<file path="config.mk">
export PLATFORM = sky130hd
export DESIGN_NAME = program_loader
export DESIGN_NICKNAME = d
export VERILOG_FILES = /design/src/rtl/ucisc_loader_pkg.sv /design/src/rtl/loader_timeout_counter.sv /design/src/rtl/program_loader.sv
export SDC_FILE = /design/constraint.sdc
export NUM_CORES = 1
export LEC_CHECK = 0
export ABC_AREA = 0
export ABC_CLOCK_PERIOD_IN_PS = 6200
export CORE_MARGIN = 2
export CORE_UTILIZATION = 59
export CTS_CLUSTER_DIAMETER = 40
export DETAILED_ROUTE_END_ITERATION = 16
export PLACE_DENSITY = 0.85
export SYNTH_ARGS = -nofsm -noshare
export SYNTH_HDL_FRONTEND = slang
export SYNTH_HIERARCHICAL = 1
export SYNTH_SLANG_ARGS = --single-unit
</file>
<file path="constraint.sdc">
create_clock -name clock_input -period 6.2 [get_ports clock_input]
set_clock_uncertainty 0.2 [all_clocks]
set_input_delay 1.24 -clock clock_input [delete_from_list [all_inputs] [get_ports clock_input]]
set_output_delay 1.24 -clock clock_input [all_outputs]
set_load 0.03 [all_outputs]
</file>
<file path="src/rtl/ucisc_loader_pkg.sv">
// ucisc_loader_pkg: shared definitions for the uCISC program loader.
//   loader_state_t     : record-parsing FSM states
//   SYNC_BYTE_DEFAULT  : default record start byte
//   BYTE_W / WORD_W    : stream byte and memory word widths
package ucisc_loader_pkg;

  localparam int BYTE_W = 8;
  localparam int WORD_W = 16;

  localparam logic [BYTE_W-1:0] SYNC_BYTE_DEFAULT = 8'hA5;

  typedef enum logic [3:0] {
    ST_SYNC    = 4'd0,
    ST_ADDR_HI = 4'd1,
    ST_ADDR_LO = 4'd2,
    ST_CNT_HI  = 4'd3,
    ST_CNT_LO  = 4'd4,
    ST_DATA_HI = 4'd5,
    ST_DATA_LO = 4'd6,
    ST_CHK     = 4'd7,
    ST_BOOT    = 4'd8,
    ST_DONE    = 4'd9
  } loader_state_t;

endpackage

</file>
<file path="src/rtl/loader_timeout_counter.sv">
// loader_timeout_counter: counts idle clocks between accepted bytes.
//   clock_input : system clock
//   reset       : asynchronous active-low reset
//   clear       : a byte was accepted this cycle; restart the count
//   enable      : loader is inside a record; count while high
//   expired     : high on the cycle whose edge would be the LIMIT-th idle clock
module loader_timeout_counter #(
  parameter int LIMIT = 1024
) (
  input  logic clock_input,
  input  logic reset,
  input  logic clear,
  input  logic enable,
  output logic expired
);

  localparam int CW = $clog2(LIMIT + 1);

  logic [CW-1:0] count;

  // The count holds the idle clocks already seen; this edge is the LIMIT-th.
  assign expired = enable && !clear && (count == CW'(LIMIT - 1));

  always_ff @(posedge clock_input or negedge reset) begin
    if (!reset) begin
      count <= '0;
    end else if (clear || !enable || expired) begin
      count <= '0;
    end else begin
      count <= count + CW'(1);
    end
  end

endmodule

</file>
<file path="src/rtl/program_loader.sv">
// program_loader: boot-time loader in front of the uCISC cpu.
// Parses records  SYNC ADDR_HI ADDR_LO CNT_HI CNT_LO {DATA_HI DATA_LO}*CNT [CHK]
// and writes big-endian words to cpu memory. A record with CNT=0 releases the cpu.
// Optional feature macro: PROGRAM_LOADER_CHECKSUM_EN (trailing 8-bit sum byte).
// Ports:
//   clock_input, reset (async active-low)
//   byte_data/byte_valid/byte_ready : byte stream in
//   mem_write_enable/address/data   : one-cycle registered write port
//   cpu_hold     : 1 keeps cpu in reset
//   loader_busy  : inside a record
//   frame_error  : one-cycle pulse on timeout or checksum mismatch
//   words_loaded : words written since reset
//   loader_state : current FSM state (observability)
// Handshake: a byte transfers on a rising edge where byte_valid && byte_ready;
// byte_ready does not depend on byte_valid.
module program_loader
  import ucisc_loader_pkg::*;
#(
  parameter logic [7:0] SYNC_BYTE      = SYNC_BYTE_DEFAULT,
  parameter int         TIMEOUT_CYCLES = 1024
) (
  input  logic                clock_input,
  input  logic                reset,
  input  logic [BYTE_W-1:0]   byte_data,
  input  logic                byte_valid,
  output logic                byte_ready,
  output logic                mem_write_enable,
  output logic [WORD_W-1:0]   mem_write_address,
  output logic [WORD_W-1:0]   mem_write_data,
  output logic                cpu_hold,
  output logic                loader_busy,
  output logic                frame_error,
  output logic [WORD_W-1:0]   words_loaded,
  output loader_state_t       loader_state
);

  loader_state_t state, state_next;

  logic              accept;
  logic              we_set;
  logic              fe_set;
  logic              timeout_expired;
  logic [BYTE_W-1:0] hi_byte;     // holds ADDR_HI, CNT_HI or DATA_HI
  logic [WORD_W-1:0] cur_addr;    // address of the next word to write
  logic [WORD_W-1:0] remaining;   // words still to come in this record
  logic [WORD_W-1:0] joined;

`ifdef PROGRAM_LOADER_CHECKSUM_EN
  logic [BYTE_W-1:0] sum;
  logic              boot_rec;
`endif

  assign byte_ready   = (state != ST_DONE);
  assign loader_busy  = (state != ST_SYNC) && (state != ST_DONE);
  assign accept       = byte_valid && byte_ready;
  assign joined       = {hi_byte, byte_data};
  assign loader_state = state;

  loader_timeout_counter #(
    .LIMIT (TIMEOUT_CYCLES)
  ) u_timeout (
    .clock_input (clock_input),
    .reset       (reset),
    .clear       (accept),
    .enable      (loader_busy),
    .expired     (timeout_expired)
  );

  always_ff @(posedge clock_input or negedge reset) begin
    if (!reset) begin
      state <= ST_SYNC;
    end else begin
      state <= state_next;
    end
  end

  always_comb begin
    state_next = state;
    we_set     = 1'b0;
    fe_set     = 1'b0;
    case (state)
      ST_SYNC:    if (accept && byte_data == SYNC_BYTE) state_next = ST_ADDR_HI;
      ST_ADDR_HI: if (accept) state_next = ST_ADDR_LO;
      ST_ADDR_LO: if (accept) state_next = ST_CNT_HI;
      ST_CNT_HI:  if (accept) state_next = ST_CNT_LO;
      ST_CNT_LO: begin
        if (accept) begin
          if (joined == '0) begin
`ifdef PROGRAM_LOADER_CHECKSUM_EN
            state_next = ST_CHK;
`else
            state_next = ST_BOOT;
`endif
          end else begin
            state_next = ST_DATA_HI;
          end
        end
      end
      ST_DATA_HI: if (accept) state_next = ST_DATA_LO;
      ST_DATA_LO: begin
        if (accept) begin
          we_set = 1'b1;
          if (remaining == WORD_W'(1)) begin
`ifdef PROGRAM_LOADER_CHECKSUM_EN
            state_next = ST_CHK;
`else
            state_next = ST_SYNC;
`endif
          end else begin
            state_next = ST_DATA_HI;
          end
        end
      end
`ifdef PROGRAM_LOADER_CHECKSUM_EN
      ST_CHK: begin
        if (accept) begin
          if (byte_data == sum) begin
            state_next = boot_rec ? ST_BOOT : ST_SYNC;
          end else begin
            fe_set     = 1'b1;
            state_next = ST_SYNC;
          end
        end
      end
`endif
      ST_BOOT: state_next = ST_DONE;
      ST_DONE: state_next = ST_DONE;
      default: state_next = ST_SYNC;
    endcase
    // Expiry is gated by "no byte accepted", so it never competes with a write.
    if (timeout_expired) begin
      state_next = ST_SYNC;
      fe_set     = 1'b1;
    end
  end

  always_ff @(posedge clock_input or negedge reset) begin
    if (!reset) begin
      mem_write_enable  <= 1'b0;
      mem_write_address <= '0;
      mem_write_data    <= '0;
      cpu_hold          <= 1'b1;
      frame_error       <= 1'b0;
      words_loaded      <= '0;
      hi_byte           <= '0;
      cur_addr          <= '0;
      remaining         <= '0;
    end else begin
      mem_write_enable <= we_set;
      frame_error      <= fe_set;
      if (we_set) begin
        mem_write_address <= cur_addr;
        mem_write_data    <= joined;
        cur_addr          <= cur_addr + WORD_W'(1);
        remaining         <= remaining - WORD_W'(1);
        words_loaded      <= words_loaded + WORD_W'(1);
      end
      if (accept) begin
        case (state)
          ST_ADDR_HI, ST_CNT_HI, ST_DATA_HI: hi_byte <= byte_data;
          ST_ADDR_LO: cur_addr  <= joined;
          ST_CNT_LO:  remaining <= joined;
          default: ;
        endcase
      end
      // cpu leaves reset the cycle after the FSM settles in DONE.
      if (state == ST_DONE) begin
        cpu_hold <= 1'b0;
      end
    end
  end

`ifdef PROGRAM_LOADER_CHECKSUM_EN
  always_ff @(posedge clock_input or negedge reset) begin
    if (!reset) begin
      sum      <= '0;
      boot_rec <= 1'b0;
    end else if (accept) begin
      case (state)
        ST_SYNC: sum <= '0;
        ST_ADDR_HI, ST_ADDR_LO, ST_CNT_HI, ST_DATA_HI, ST_DATA_LO:
          sum <= sum + byte_data;
        ST_CNT_LO: begin
          sum      <= sum + byte_data;
          boot_rec <= (joined == '0);
        end
        default: ;
      endcase
    end
  end
`endif

endmodule

</file>
After elaboration in Yosys (flattened, before gate mapping) --
Index checks and enable logic that the tools add are counted.
Word-level totals: input bits 11, flip-flop bits (word level) 106, logic and storage cells 71, output and inout bits 57
Cells by class: mux-type cells 21, reduce and logical (&&, ||, !) cells 16, equality and inequality tests 19, add/sub/neg operators 4
Operators by type and width (count):
- $mux 16 | 6
- $mux 4 | 9
- $add 16x1->16 const B | 2
- $pmux 4 s8 | 1
- $ne 3x2->1 const B | 7
- $eq 16x1->1 const B | 1
- $logic_not 16->1 | 1
- $sub 16x1->16 const B | 1
- $eq 4x3->1 const B | 3
- $add 11x1->11 const B | 1
- $eq 11x10->1 const B | 1
- $mux 11 | 1
- $eq 4x2->1 const B | 2
- $eq 4x4->1 const B | 2
- $eq 8x8->1 const B | 1
- $reduce_and 7->1 | 1
- $logic_and 1x1->1 | 5
- $eq 4x1->1 const B | 1
- $logic_not 4->1 | 1
- $ne 4x4->1 const B | 1
- $reduce_bool 4->1 | 1
- $mux 1 | 3
- $mux 3 | 1
- $reduce_or 3->1 | 1
- other kinds (4) | 6

Depth between registers and ports, before layout --
Gate-level depths: netlist of run 1.
word-level depth 7, gate-level depth with buffers 12, depth with buffers taken out 10

Modules after synthesis --
The synthesis of run 1 kept the hierarchy.
Modules (own cells, without submodules):
- program_loader | instances 1, cells an instance 403, sequential area each 2378.5 um^2, area each 4484.3 um^2
- loader_timeout_counter | instances 1, cells an instance 50, sequential area each 275.3 um^2, area each 553.0 um^2

Least setup slack after synthesis of run 1 --
No wires, ideal clock.
kind input to register, from input byte_valid, to register state[3] (netlist: loader_state[3]), arrival time 2.923 ns, stages on the path 11, library setup time 0.094 ns, path buffers 2, slack 2.983 ns, path through clkbuf_1 -> nand2_1 -> inv_1 -> nand2b_1 -> clkbuf_1 -> nor3_1 -> and4b_1 -> nand3_1 -> o22ai_1 -> o31ai_1 -> a211oi_1
On the way: longest elaborated chain between the ends 6, elaborated cells on any way between the ends 14, those cells by class eq/ne: 7; mux: 1; reduce/logical: 6
Ends and longest elaborated chain:
- start, declared | RTL line program_loader.sv:25 | input logic byte_valid,
- $logic_and 1x1->1 (*) | RTL line program_loader.sv:55 | assign accept = byte_valid && byte_ready;
- named net accept | RTL line program_loader.sv:39 | logic accept;
- $logic_not 1->1 | RTL line loader_timeout_counter.sv:22 | assign expired = enable && !clear && (count == CW'(LIMIT - 1));
- $logic_and 1x1->1 (2 in a row) | RTL line loader_timeout_counter.sv:22
- $ne 3x2->1 (no source line)
- $reduce_and 7->1 (no source line)
- end signal, assigned | RTL line program_loader.sv:73 | state <= state_next;
- end, declared | RTL line program_loader.sv:37 | loader_state_t state, state_next;
The timed path passes the listed nets; every way through them passes the cells marked *. A chain may end at the register's enable or synchronous reset.

Final worst setup path of run 1 --
from input byte_valid, to register cur_addr[2]
On the way: longest elaborated chain between the ends 6
Ends and longest elaborated chain:
- $logic_and 1x1->1 (*) | RTL line program_loader.sv:55
- $mux 1 | RTL line program_loader.sv:101 | if (accept) begin
- $mux 1 | RTL line program_loader.sv:81 | case (state)
- $mux 16 | RTL line program_loader.sv:151 | if (we_set) begin
- $mux 16 | RTL line program_loader.sv:159 | case (state)
- $mux 16 (*) | RTL line program_loader.sv:158 | if (accept) begin
- end signal, assigned | RTL line program_loader.sv:154 | cur_addr <= cur_addr + WORD_W'(1);
- end signal, assigned | RTL line program_loader.sv:161 | ST_ADDR_LO: cur_addr <= joined;
- end, declared | RTL line program_loader.sv:44 | logic [WORD_W-1:0] cur_addr;
Every way passes the cells marked *; elsewhere a longest branch is shown, timed or not.

==> results of run 1 <==
## cell families (layout without fill, tap and decap cells)
logic type                 after synthesis  after routing  share of synthesized area (%)
and+or+nand+nor                        169            169                           19.2
DFF                                    106            106                           52.7
AOI/OAI and AO/OA                       53             53                           6.04
xor gates and xnor gates                49             49                           8.52
muxes                                   45             45                           10.0
buffers and inverters                   26             93                           2.26
adders and majority gates                5              5                           1.24
## per-stage QoR
| stage | instance area, sq um | instances |
|---|---|---|
| after floorplan | 5040 | 453 |
| after global placement | 5790 | 610 |
| after detailed placement | 5790 | 610 |
| after CTS | 5980 | 625 |
| after global routing | 5980 | 625 |
| final | 5980 | 625 |
## final timing paths
check	startpoint	endpoint	cells after the start
min in group asynchronous	reset	u_timeout/count[8]$_DFF_PN0_	1
max	byte_valid	cur_addr[2]$_DFF_PN0_	6
max reg2reg	loader_state[2]$_DFFE_PN0P_	loader_state[0]$_DFFE_PN0P_	10
max in group asynchronous	reset	cur_addr[6]$_DFF_PN0_	2
min reg2reg	words_loaded[15]$_DFFE_PN0P_	words_loaded[15]$_DFFE_PN0P_	1
min	words_loaded[15]$_DFFE_PN0P_	words_loaded[15]$_DFFE_PN0P_	1
## registers in the layout, summed over array words and instances, names as in the netlist, 4 cells and up
name and count:
cur_addr 16, hi_byte 8, loader_state 4, mem_write_address 16, mem_write_data 16, remaining 16
u_timeout/count 11, words_loaded 16
## Yosys cell counts, types with 4 or more instances
cell	number
inv_1	8
o31ai_1	4
nor3_1	13
and2_1	5
a211oi_1	5
xnor2_1	22
and4_1	4
buf_2	6
a21oi_1	5
clkbuf_1	8
mux2_2	43
nand2b_1	5
o21ai_0	34
nand3_1	18
xor2_1	27
nand2_1	55
ha_1	5
nand4_1	11
nor4_1	7
nor2_1	15
dfrtp_1	105
## layer usage
layer / vias to the layer above / GRT usage, % / part of all wire (%)
met5: - / 0 / 0
met2: 138 / 42.2 / 50
li1: 1721 / - / -
met4: 0 / 7.16 / 1.5
met1: 1883 / 33.6 / 42
met3: 16 / 4.65 / 6.5
## worst max-delay path: cells and delay by family
family / cells / cell delay (ns)
XOR/XNOR: 1 / 0.18
AO/OA/AOI/OAI: 1 / 0.16
buffers and inverters: 1 / 0.70
AND/OR/NAND/NOR: 3 / 1.51
## cell type report
type	count	share of cell area [%]
Clock buffer	9	2.07
Sequential cell	106	44.4
Multi-Input combinational cell	321	38.2
Tap cell	105	2.20
Inverter	8	0.502
Timing Repair Buffer	70	11.6
Clock inverter	6	1.05
## report_power, final
group          internal (uW)  switching, uW  total, uW
Clock                    154            252        406
Sequential               919            263       1180
Combinational            449            521        970
Total                   1520           1040       2560
==> metrics.cfg, run 1 <==
[status]
outcome = finished, final reports clean

[clock_tree]
cts_tree = done
cts-buffers-inserted = 9
clk_latency_ns = 0.38
cts_buffer_depth = 2
post_cts_buffers = 0
cts-root-buf = clkbuf_8
htree_levels = 3
cts.sinks = 106
postCtsHoldBufs = 0
clkTransAtPathRegs_ns = 0.11
ctsResizeCount = 0

[sta]
hold_violations = 0
post-route-min-period_ns = 3.70
whs_ns = 0.278
finalSetupViolCount = 0
clock.fmax_ghz = 0.270
min_period_over_period_pct = 59.7
relSlewSlack_pct = 24.9
final_max_slew_viol_count = 0
tightest_slew_ns = 1.12
fin_ws_ns = 2.50
finalSetupTns_ns = 0
rsz0062_at_grt = false

[final_layout]
layout-drive-gt1-share_pct = 15.6
n_antenna_cell = 0
final_common_cell = dfrtp_1
final-seq-area_sq_mm = 0.00265
final_nets = 532
mostFrequentLayoutCells = dfrtp_1, clkdlybuf4s50_1, nand2_1, mux2_2, o21ai_0
utilization_pct = 72.4
syn_to_final_growth_pct = 18.7
multiInputGateArea_sq_mm = 0.00229
fill_cells = 604

[critical_path]
cp.arrival_ns = 3.80
slowest_stage = nor2_4
critPathCaptureType = flip-flop
critical_path.max_stage_delay_ns = 0.98
crit_type = primary input to flip-flop
cp-start-kind = primary input
crit_top_cell = nand2_1
critical_path_required_ns = 6.29
r2r_setup_slack_ns = 3.13
path_cells = clkdlybuf4s50_1 > nand2_1 > nor2_4 > nand2_1 > xor2_1 > o21ai_0
cp_max_fo = 43

[grt]
grt_max_degree = 66
grt_first_pass_wirelength_microns = 17700
grt_overflow_total = 0
grt_pass1_vias = 3601
grt_use_total_pct = 25.1
antenna_found_initial = 0

[power]
p_leak_uw = 0.00245
p_per_area_mw_per_mm2 = 428
ir_drop_v = 0.000293
p_total_uw = 2560

[yosys]
synth_top_area_cell = dfrtp_1
synth_top_area_share_pct = 52.2
synth_warnings = 6
synth_top_flop_cell = dfrtp_1
synth.area.top_cells = dfrtp_1, mux2_2, xor2_1, nand2_1, xnor2_1
synthesis.instances = 453
avgSynthCellArea_sq_um = 11.1
synth_edf_count = 0
syn_area_sq_mm = 0.00504
yosysSeqAreaShare_pct = 52.7
syn_nets = 469
synthArstFlopShare_pct = 100
synth-seq-cells = 106
synth_cell_type_count = 49

[route]
ant_nets = 0
drc_errors = 0
dr.first_iter.drc_count = 227
drtPass1Iterations = 6
wl_per_cell_microns = 17.3
routed_wl_microns = 10800
avgViaCountPerCell = 6.01
vias = 3758

[floorplan]
io_pins = 68
start_util_pct = 61.0
dieHeight_microns = 96.4
core-area_sq_mm = 0.00826
num_rows = 33
chipWidth_microns = 96.4
die_area_sq_mm = 0.00929

[run]
maxCapViolCount = 0

[place]
port_buffers = 67
pre_cts_ws_ns = 2.11
gp_congestion = 0.880
dp_hpwl_microns = 7440

[min_path]
worst_hold_path_type = flip-flop to flip-flop

Power figures use the tool's default switching activity.
==> run 2: changes to the inputs <==
- ABC_CLOCK_PERIOD_IN_PS: 6200 -> 3460
- CORE_UTILIZATION: 59 -> 55
- PLACE_DENSITY: 0.85 -> 0.8
- clock period: 6.2 -> 3.46 ns (I/O delays scaled with it)
==> run 2 against run 1 <==
Core utilization decreased by 3.5 points. Die area increased by 7.0%. Sequential cell count unchanged. Total power increased by 79%. Highest routed layer unchanged. Cell area increased by 1.5%. Worst hold slack got worse by 0.16 ns. Wire length decreased by 0.90%. Register-to-register slack got worse by 2.3 ns.
==> metrics.cfg, run 2 (same netlist as run 1, synthesis figures left out) <==
[critical_path]
critical_path.max_stage_delay_ns = 0.63  ; -0.35 ns
slowest_stage = clkdlybuf4s50_1
critPathCaptureType = output port
path_cells = or2_2 > nand3b_1 > clkdlybuf4s50_1
cp_max_fo = 17  ; -60%
critical_path_required_ns = 2.57  ; -3.72 ns
cp-start-kind = flip-flop
crit_type = flip-flop to output port
cp.arrival_ns = 2.22  ; -1.58 ns

[floorplan]
dieHeight_microns = 99.7  ; +3.4%
die_area_sq_mm = 0.00994  ; +7.0%
chipWidth_microns = 99.7  ; +3.4%
num_rows = 34  ; +3.0%
core-area_sq_mm = 0.00881  ; +6.6%
io_pins = 68  ; unchanged
start_util_pct = 57.2  ; -3.8 points

[place]
gp_congestion = 0.854  ; -2.9%
placed_area_sq_mm = 0.00590  ; +1.8%
dp_hpwl_microns = 7480  ; +0.46%
post-place-cells = 623  ; +2.1%
port_buffers = 67  ; unchanged

[power]
ir_drop_v = 0.000448  ; +53%
p_leak_uw = 0.00249  ; +1.8%
p_per_area_mw_per_mm2 = 755  ; +76%

[sta]
finalSetupTns_ns = 0  ; unchanged
rsz0062_at_grt = false
relSlewSlack_pct = 42.7  ; +18 points
post-route-min-period_ns = 3.11
hold_violations = 0  ; unchanged
whs_ns = 0.118  ; -0.160 ns
clock.fmax_ghz = 0.322
min_period_over_period_pct = 89.8
finalSetupViolCount = 0  ; unchanged
tightest_slew_ns = 0.853  ; -0.271 ns
final_max_slew_viol_count = 0  ; unchanged

[route]
wl_per_cell_microns = 16.8  ; -2.9%
routed_wl_microns = 10700  ; -0.90%
ant_nets = 0  ; unchanged
dr.first_iter.drc_count = 228  ; +0.44%
drc_errors = 0  ; unchanged
vias = 3754  ; -0.11%
drtPass1Iterations = 5  ; -1
avgViaCountPerCell = 5.88  ; -2.1%

[final_layout]
multiInputGateArea_sq_mm = 0.00229  ; unchanged
final_common_cell = dfrtp_1
n_antenna_cell = 0  ; unchanged
mostFrequentLayoutCells = dfrtp_1, clkdlybuf4s50_1, nand2_1, mux2_2, o21ai_0
finalInstanceArea_sq_mm = 0.00607  ; +1.5%
stdcell_count = 638  ; +2.1%
final-seq-area_sq_mm = 0.00265  ; unchanged
fill_cells = 651  ; +7.8%
layout-drive-gt1-share_pct = 17.2  ; +1.6 points
final_nets = 542  ; +1.9%
syn_to_final_growth_pct = 20.5

[clock_tree]
postCtsHoldBufs = 0  ; unchanged
post_cts_buffers = 0  ; unchanged
cts_tree = done
cts-buffers-inserted = 9  ; unchanged
htree_levels = 3  ; unchanged
clkTransAtPathRegs_ns = 0.10  ; about the same
cts_buffer_depth = 2  ; unchanged
cts.sinks = 106  ; unchanged
ctsResizeCount = 0  ; unchanged
cts-root-buf = clkbuf_8
clk_latency_ns = 0.37  ; about the same

[status]
outcome = finished, final reports clean

[run]
maxCapViolCount = 0  ; unchanged

[min_path]
worst_hold_path_type = primary input to async pin

[grt]
grt_overflow_total = 0  ; unchanged
grt_use_total_pct = 22.9  ; -2.2 points
grt_pass1_vias = 3694  ; +2.6%
antenna_found_initial = 0  ; unchanged
grt_max_degree = 59  ; -11%
grt_first_pass_wirelength_microns = 18000  ; +1.4%

[run 2: metrics by stage]
stage               worst slack [ns]  utilization, %  power, uW
finish                         0.351            68.9       4580
CTS                            0.349            68.9       4610
global route                   0.246            68.9       4860
detailed placement             0.500            67.0       3890
floorplan                      0.310               -       3170
global placement               0.560            67.0       3820
[run 2: final timing paths]
check	from	endpoint	slack (ns)	cells after the start
worst max register to register	loader_state[2]$_DFFE_PN0P_	loader_state[3]$_DFFE_PN0P_	0.78	10
worst max-delay path	loader_state[2]$_DFFE_PN0P_	loader_busy	0.35	3
worst min register to register	u_timeout/count[0]$_DFF_PN0_	u_timeout/count[0]$_DFF_PN0_	0.27	1
min in group clock_input	u_timeout/count[0]$_DFF_PN0_	u_timeout/count[0]$_DFF_PN0_	0.27	1
max in group asynchronous	reset	remaining[0]$_DFF_PN0_	2.23	2
worst min-delay path	reset	u_timeout/count[9]$_DFF_PN0_	0.12	1
[run 2: cell type report]
class / count / area share [%]
Inverter: 8 / 0.495
Timing Repair Buffer: 80 / 13.0
Clock buffer: 9 / 2.04
Multi-Input combinational cell: 321 / 37.7
Tap cell: 108 / 2.23
Clock inverter: 6 / 0.825
Sequential cell: 106 / 43.7
[run 2: layer usage]
layer	share of wire (%)	track usage, %
met1	44	30.1
met2	50	38.1
met3	5.3	5.90
met4	1.0	6.11
met5	0	0
[run 2: worst max-delay path: cells and delay by family, from the launching register on]
family,cells,cell delay (ns)
buffers and inverters,1,0.63
AND/OR/NAND/NOR,2,0.64
flip-flops,1,0.58
[run 2: power by group]
part / switching [uW] / internal, uW
registers: 433 / 1650
clock network: 437 / 267
logic: 963 / 832
total: 1830 / 2750
